$ cat config.mk
export PLATFORM = sky130hd
export DESIGN_NAME = via_port_arbiter_flat
export DESIGN_NICKNAME = d
export VERILOG_FILES = /design/src/rtl/via_port_arbiter_pkg.sv /design/src/rtl/via_port_arbiter_if.sv /design/src/rtl/via_port_arbiter_rr_arbiter.sv /design/src/rtl/via_port_arbiter.sv /design/src/flat_wrapper.sv
export SDC_FILE = /design/constraint.sdc
export NUM_CORES = 1
export LEC_CHECK = 0
export CORE_AREA = 2 2 124 126
export DETAILED_ROUTE_END_ITERATION = 16
export DIE_AREA = 0 0 126 128
export HOLD_SLACK_MARGIN = 0.02
export PLACE_DENSITY = 0.56
export SYNTH_ARGS = -nofsm -noshare
export SYNTH_HDL_FRONTEND = slang
export SYNTH_SLANG_ARGS = --single-unit
$ cat constraint.sdc
create_clock -name clk -period 5.4 [get_ports clk]
set_input_delay 1.08 -clock clk [delete_from_list [all_inputs] [get_ports clk]]
set_output_delay 1.08 -clock clk [all_outputs]
set_load 0.02 [all_outputs]
$ cat src/rtl/via_port_arbiter_pkg.sv
// Shared constants and packet header helpers for the via port arbiter and sink-side checkers.
// Header layout, MSB first: src | dst | id | payload.
package via_pkg;

  localparam int ID_WIDTH = 8;

  function automatic int src_msb(input int width);
    return width - 1;
  endfunction

  function automatic int dst_msb(input int width, input int n_addr_width);
    return width - 1 - n_addr_width;
  endfunction

  function automatic int id_msb(input int width, input int n_addr_width);
    return width - 1 - 2 * n_addr_width;
  endfunction

  function automatic int payload_msb(input int width, input int n_addr_width);
    return width - 1 - 2 * n_addr_width - ID_WIDTH;
  endfunction

  // Index width that stays legal for a single-entry range.
  function automatic int idx_width(input int n);
    return (n > 1) ? $clog2(n) : 1;
  endfunction

endpackage

$ cat src/rtl/via_port_arbiter_if.sv
// Source-side request bus and router-side output bus of the via port arbiter.
// master = sources and router, slave = arbiter.
interface via_port_arbiter_if #(
  parameter int NUM_SRC      = 4,
  parameter int WIDTH        = 32,
  parameter int N_ADDR_WIDTH = 4
) ();

  logic [NUM_SRC*WIDTH-1:0]        req_data_in;
  logic [NUM_SRC*N_ADDR_WIDTH-1:0] req_dest_in;
  logic [NUM_SRC-1:0]              req_valid_in;
  logic [NUM_SRC-1:0]              req_ready_out;
  logic [WIDTH-1:0]                data_out;
  logic [N_ADDR_WIDTH-1:0]         dest_out;
  logic                            valid_out;
  logic                            ready_in;
  logic [NUM_SRC-1:0]              grant_out;

  modport master (
    output req_data_in, req_dest_in, req_valid_in, ready_in,
    input  req_ready_out, data_out, dest_out, valid_out, grant_out
  );

  modport slave (
    input  req_data_in, req_dest_in, req_valid_in, ready_in,
    output req_ready_out, data_out, dest_out, valid_out, grant_out
  );

endinterface

$ cat src/rtl/via_port_arbiter_rr_arbiter.sv
// Combinational round-robin arbiter: first requester at or after ptr, wrapping.
// The request vector is doubled so the wrap becomes a plain priority search.
module rr_arbiter
  import via_pkg::*;
#(
  parameter int NUM_SRC = 4,
  localparam int IDX_W  = idx_width(NUM_SRC)
) (
  input  logic [NUM_SRC-1:0] req,
  input  logic [IDX_W-1:0]   ptr,
  input  logic               en,
  output logic [NUM_SRC-1:0] gnt,
  output logic [IDX_W-1:0]   gnt_idx
);

  logic [2*NUM_SRC-1:0] req_dbl;
  logic [2*NUM_SRC-1:0] req_masked;
  logic                 found;

  always_comb begin
    req_dbl    = {req, req};
    req_masked = '0;
    for (int j = 0; j < 2 * NUM_SRC; j++) begin
      req_masked[j] = req_dbl[j] && (j >= int'(ptr));
    end
  end

  always_comb begin
    found   = 1'b0;
    gnt_idx = '0;
    for (int j = 0; j < 2 * NUM_SRC; j++) begin
      if (req_masked[j] && !found) begin
        found   = 1'b1;
        gnt_idx = (j >= NUM_SRC) ? IDX_W'(j - NUM_SRC) : IDX_W'(j);
      end
    end
  end

  always_comb begin
    gnt = '0;
    if (en && found) begin
      gnt[gnt_idx] = 1'b1;
    end
  end

endmodule

$ cat src/rtl/via_port_arbiter.sv
// Round-robin share of one NoC injection port among NUM_SRC sources, with a
// one-entry output register, a saturating drain counter and a sticky done flag.
module via_port_arbiter
  import via_pkg::*;
#(
  parameter int NUM_SRC      = 4,
  parameter int WIDTH        = 32,
  parameter int N            = 16,
  parameter int N_ADDR_WIDTH = $clog2(N),
  parameter int CNT_WIDTH    = 16,
  parameter int DONE_COUNT   = 1000
) (
  input  logic              clk,
  input  logic              rst,
  output logic              done,
  via_port_arbiter_if.slave bus
);

  localparam int IDX_W = idx_width(NUM_SRC);
  localparam logic [CNT_WIDTH-1:0] CNT_MAX = '1;

  logic                    valid_q, valid_d;
  logic [WIDTH-1:0]        data_q, data_d;
  logic [N_ADDR_WIDTH-1:0] dest_q, dest_d;
  logic [NUM_SRC-1:0]      grant_q, grant_d;
  logic [IDX_W-1:0]        ptr_q, ptr_d;
  logic [CNT_WIDTH-1:0]    cnt_q, cnt_d;
  logic                    done_q, done_d;

  logic                    load_en;
  logic                    arb_en;
  logic                    accept;
  logic                    drain;
  logic [NUM_SRC-1:0]      gnt;
  logic [IDX_W-1:0]        win_idx;
  logic [WIDTH-1:0]        win_data;
  logic [N_ADDR_WIDTH-1:0] win_dest;

  // Gating with rst keeps every source un-acked while a held packet is being dropped.
  assign load_en = !valid_q || bus.ready_in;
  assign arb_en  = load_en && !rst;
  assign accept  = arb_en && (|bus.req_valid_in);
  assign drain   = valid_q && bus.ready_in;

  rr_arbiter #(.NUM_SRC(NUM_SRC)) u_rr (
    .req     (bus.req_valid_in),
    .ptr     (ptr_q),
    .en      (arb_en),
    .gnt     (gnt),
    .gnt_idx (win_idx)
  );

  always_comb begin
    win_data = '0;
    win_dest = '0;
    for (int i = 0; i < NUM_SRC; i++) begin
      if (win_idx == IDX_W'(i)) begin
        win_data = bus.req_data_in[i*WIDTH +: WIDTH];
        win_dest = bus.req_dest_in[i*N_ADDR_WIDTH +: N_ADDR_WIDTH];
      end
    end
  end

  always_comb begin
    valid_d = valid_q;
    data_d  = data_q;
    dest_d  = dest_q;
    grant_d = grant_q;
    ptr_d   = ptr_q;
    cnt_d   = cnt_q;
    if (accept) begin
      valid_d = 1'b1;
      data_d  = win_data;
      dest_d  = win_dest;
      grant_d = gnt;
      ptr_d   = (win_idx == IDX_W'(NUM_SRC - 1)) ? '0 : win_idx + 1'b1;
    end else if (drain) begin
      valid_d = 1'b0;
      grant_d = '0;
    end
    if (drain && (cnt_q != CNT_MAX)) begin
      cnt_d = cnt_q + 1'b1;
    end
    done_d = done_q || (32'(cnt_d) >= DONE_COUNT);
  end

  always_ff @(posedge clk) begin
    if (rst) begin
      valid_q <= 1'b0;
      data_q  <= '0;
      dest_q  <= '0;
      grant_q <= '0;
      ptr_q   <= '0;
      cnt_q   <= '0;
      done_q  <= 1'b0;
    end else begin
      valid_q <= valid_d;
      data_q  <= data_d;
      dest_q  <= dest_d;
      grant_q <= grant_d;
      ptr_q   <= ptr_d;
      cnt_q   <= cnt_d;
      done_q  <= done_d;
    end
  end

  assign bus.req_ready_out = gnt;
  assign bus.data_out      = data_q;
  assign bus.dest_out      = dest_q;
  assign bus.valid_out     = valid_q;
  assign bus.grant_out     = grant_q;
  assign done              = done_q;

endmodule

$ cat src/flat_wrapper.sv
// flat-port wrapper written by rule: the top's interface ports become plain ports
module via_port_arbiter_flat import via_pkg::*;
#(
  parameter int NUM_SRC      = 4,
  parameter int WIDTH        = 32,
  parameter int N            = 16,
  parameter int N_ADDR_WIDTH = $clog2(N),
  parameter int CNT_WIDTH    = 16,
  parameter int DONE_COUNT   = 1000
)
  (clk, rst, done, bus_req_data_in, bus_req_dest_in, bus_req_valid_in, bus_ready_in, bus_req_ready_out, bus_data_out, bus_dest_out, bus_valid_out, bus_grant_out);
  via_port_arbiter_if #(.NUM_SRC(NUM_SRC), .WIDTH(WIDTH), .N_ADDR_WIDTH(N_ADDR_WIDTH)) bus_i ();
  input  logic clk;
  input  logic rst;
  output logic done;
  input wire logic [$bits(bus_i.req_data_in)-1:0] bus_req_data_in;
  input wire logic [$bits(bus_i.req_dest_in)-1:0] bus_req_dest_in;
  input wire logic [$bits(bus_i.req_valid_in)-1:0] bus_req_valid_in;
  input wire logic [$bits(bus_i.ready_in)-1:0] bus_ready_in;
  output wire logic [$bits(bus_i.req_ready_out)-1:0] bus_req_ready_out;
  output wire logic [$bits(bus_i.data_out)-1:0] bus_data_out;
  output wire logic [$bits(bus_i.dest_out)-1:0] bus_dest_out;
  output wire logic [$bits(bus_i.valid_out)-1:0] bus_valid_out;
  output wire logic [$bits(bus_i.grant_out)-1:0] bus_grant_out;
  assign bus_i.req_data_in = bus_req_data_in;
  assign bus_i.req_dest_in = bus_req_dest_in;
  assign bus_i.req_valid_in = bus_req_valid_in;
  assign bus_i.ready_in = bus_ready_in;
  assign bus_req_ready_out = bus_i.req_ready_out;
  assign bus_data_out = bus_i.data_out;
  assign bus_dest_out = bus_i.dest_out;
  assign bus_valid_out = bus_i.valid_out;
  assign bus_grant_out = bus_i.grant_out;
  via_port_arbiter #(.NUM_SRC(NUM_SRC), .WIDTH(WIDTH), .N(N), .N_ADDR_WIDTH(N_ADDR_WIDTH), .CNT_WIDTH(CNT_WIDTH), .DONE_COUNT(DONE_COUNT)) u_core (.clk(clk), .rst(rst), .done(done), .bus(bus_i));
endmodule
==> run metrics <==
NumNets Final 782; Finish-stage setup viols 0; GRT Overall Usage 15.2%; Finished Layout Cells 818; hold bufs inserted after CTS 0; Max IR drop VDD 0.149 mV; Synth-to-Final Area Change 66.2%; Post-CTS Resized 0; DRT iter0 DRCs 196; register area 1200 um2; io pins 197; share of cells above drive strength 1 6.19%; Worst Hold Class reg2reg; Initial Utilization 24.2%; period utilisation layout 83.2%; max cap viols 0; FILL cells 1571; Synth Register Bits 60; Std-Cell Rows 45; Pre-Repair DR Iteration Count 4; full die area 16100 um2; post-CTS setup buffers 0; Worst Min Path Start u_core.bus.data_out[9]; post-synthesis average cell area 7.93 um2; P per Cell Area 305 nW/um2; Core ar. 14900 um2; number of distinct library cells after synthesis 46; worst-skew pair later-pin latency 320 ps; CTS buffer count 9; CP Launch Type input pin; drt drc 0; CP required 4320 ps; Clock Sinks 60; clock root buffer clkbuf_16; WS Path Type in2out; placed insts 803; Die Ht 128 um; Net Count, Synth 610; first-pass GRT wire length 19.7 mm; P_leak 2.11 nW; Hold Vio Cnt, Final 0; Reg2Reg Depth 12; R2R Path End u_core.bus.data_out[31]; synthesized cell area 3600 um2; Port Buffers 196; RSZ-0062 raised after global routing no; hold path cells 2; TritonCTS clock tree built; final RePlAce weighted congestion 0.805; Fin Setup TNS 0 ps; initial antenna violation count 0; fmax 223 MHz; gate count of the mapped netlist 454; WP data arrival 3410 ps; Yosys warning total 0; sequential area share after synthesis 33.4%; crit end category output port; Slew @ Worst Pin 948 ps; Rel. slew slack 36.6%; Max Slew Vio Count 0; clk buf depth 2; drt total wl 12.4 mm; Worst Hold Path EP u_core.bus.data_out[9]; Vias 3979; status finished, final reports clean; CP Max Fanout 4; Antenna Nets Post-Route 0; clk slew on worst S/H paths 50 ps; n_diodes 0; multi-input logic area 2230 um2; vias in the first global route 3993; HPWL after detailed placement 8.98 mm; Die W 126 um; worst reg-to-reg setup slack 2340 ps; Reg-to-Reg Start u_core.ptr_q[1]; gr ovfl total 0; routed len/inst 15.2 um; vias per inst 4.86; skew final 4.95 ps; largest net degree at the start of global routing 76; fin crit period 4490 ps; H-tree depth 3; total chip power 0.00183 W
[cells in the mapped netlist, drive strengths merged]
master	n	share of area (%)
a211oi	37	7.7
nor4	4	1.3
o211ai	1	0.21
o2111ai	1	0.24
and3b	1	0.24
and2	4	0.69
a2111oi	2	0.83
buf	3	0.49
xnor2	7	1.7
o21ba	1	0.28
nor2	62	6.5
or2	2	0.42
nand3	7	1.5
and3	1	0.17
nor3	45	6.6
o22a	1	0.24
a221oi	40	9.7
o31a	1	0.28
and4	1	0.24
xor2	5	1.2
clkbuf	38	4.0
nor2b	43	7.5
nand2b	2	0.35
ha	5	1.7
or3	1	0.17
mux2	2	0.63
nand4	3	0.94
o21ai	2	0.28
or3b	1	0.24
a21boi	1	0.21
nand2	10	1.1
dfxtp	60	33
o22ai	2	0.35
inv	8	0.83
a21oi	43	6.0
o32ai	1	0.24
mux2i	6	1.7
[how the worst max path moves through the flow]
stage | startpoint | end | slack, ps | depth (start not counted)
finish | bus_req_valid_in[1] | bus_req_ready_out[0] | 910 | 9
global route | bus_req_valid_in[1] | bus_req_ready_out[0] | 710 | 9
CTS | bus_req_valid_in[1] | bus_req_ready_out[0] | 920 | 9
detailed placement | bus_req_valid_in[1] | bus_req_ready_out[0] | 930 | 9
global placement | bus_req_valid_in[1] | bus_req_ready_out[0] | 990 | 9
floorplan | bus_req_valid_in[0] | bus_req_ready_out[1] | 1660 | 9
[per-layer routing]
| layer | wire, um | global-route usage (%) |
|---|---|---|
| met5 | 0 | 0 |
| met4 | 148 | 4.46 |
| met3 | 1070 | 5.97 |
| met2 | 6170 | 26.7 |
| met1 | 5010 | 16.9 |
[layout make-up]
class	instances	share of cell area [%]
clock inverters	2	0.586
inverters	8	0.502
clock buffers	13	4.18
well taps	188	3.93
repair buffers	202	33.5
multi-input cells	345	37.3
flip-flops and latches	60	20.1
[flip-flops by register name, summed over array words and instances, names as in the netlist]
register	cells
u_core.bus.data_out	32
u_core.bus.dest_out	4
u_core.bus.grant_out	4
u_core.bus.valid_out	1
u_core.cnt_q	16
u_core.done	1
u_core.ptr_q	2
[power breakdown]
part	total (W)	internal (W)	switching (W)	leakage [nW]
Combinational	0.000749	0.000362	0.000386	1.48
Sequential	0.000518	0.000488	0.0000299	0.493
Clock	0.000559	0.000366	0.000193	0.140
[placed cells by master (no fill, tap or decap), drive strengths merged, types with 2 or more instances in the layout]
cell type / n
o22ai: 2
xnor2: 7
nand4: 3
nor2: 62
clkbuf: 13
a221oi: 40
and2: 4
inv: 8
mux2: 2
buf: 7
ha: 5
nand2: 10
nor2b: 43
dfxtp: 60
clkdlybuf4s50: 195
o21ai: 2
mux2i: 6
xor2: 5
or2: 2
a211oi: 37
nand3: 7
nor4: 4
nand2b: 2
a2111oi: 2
a21oi: 43
nor3: 45
[through the flow]
stage	util (%)	setup slack, ps	cell area [um2]	hold slack [ps]
floorplan	-	1660	3600	476
global placement	38.3	989	5700	488
detailed placement	38.3	925	5700	493
CTS	40.3	919	5980	501
global route	40.3	712	5980	521
finish	40.3	910	5980	497
[cells by family after synthesis]
family / count (synthesis) / share of synthesized area (%)
buffers and inverters: 49 / 5.28
adders and majority gates: 5 / 1.74
xor gates and xnor gates: 12 / 2.92
AOI/OAI and AO/OA: 133 / 26.6
and+or+nand+nor: 187 / 27.8
DFF: 60 / 33.4
muxes: 8 / 2.29
[critical path, cell delays in order]
cell and delay, ps:
clkdlybuf4s50_1 540, inv_1 80, a21oi_1 130, o22ai_1 120, a21oi_1 360, inv_1 120
ha_1 270, and2_1 160, clkdlybuf4s50_1 530
Power figures use the tool's default switching activity.
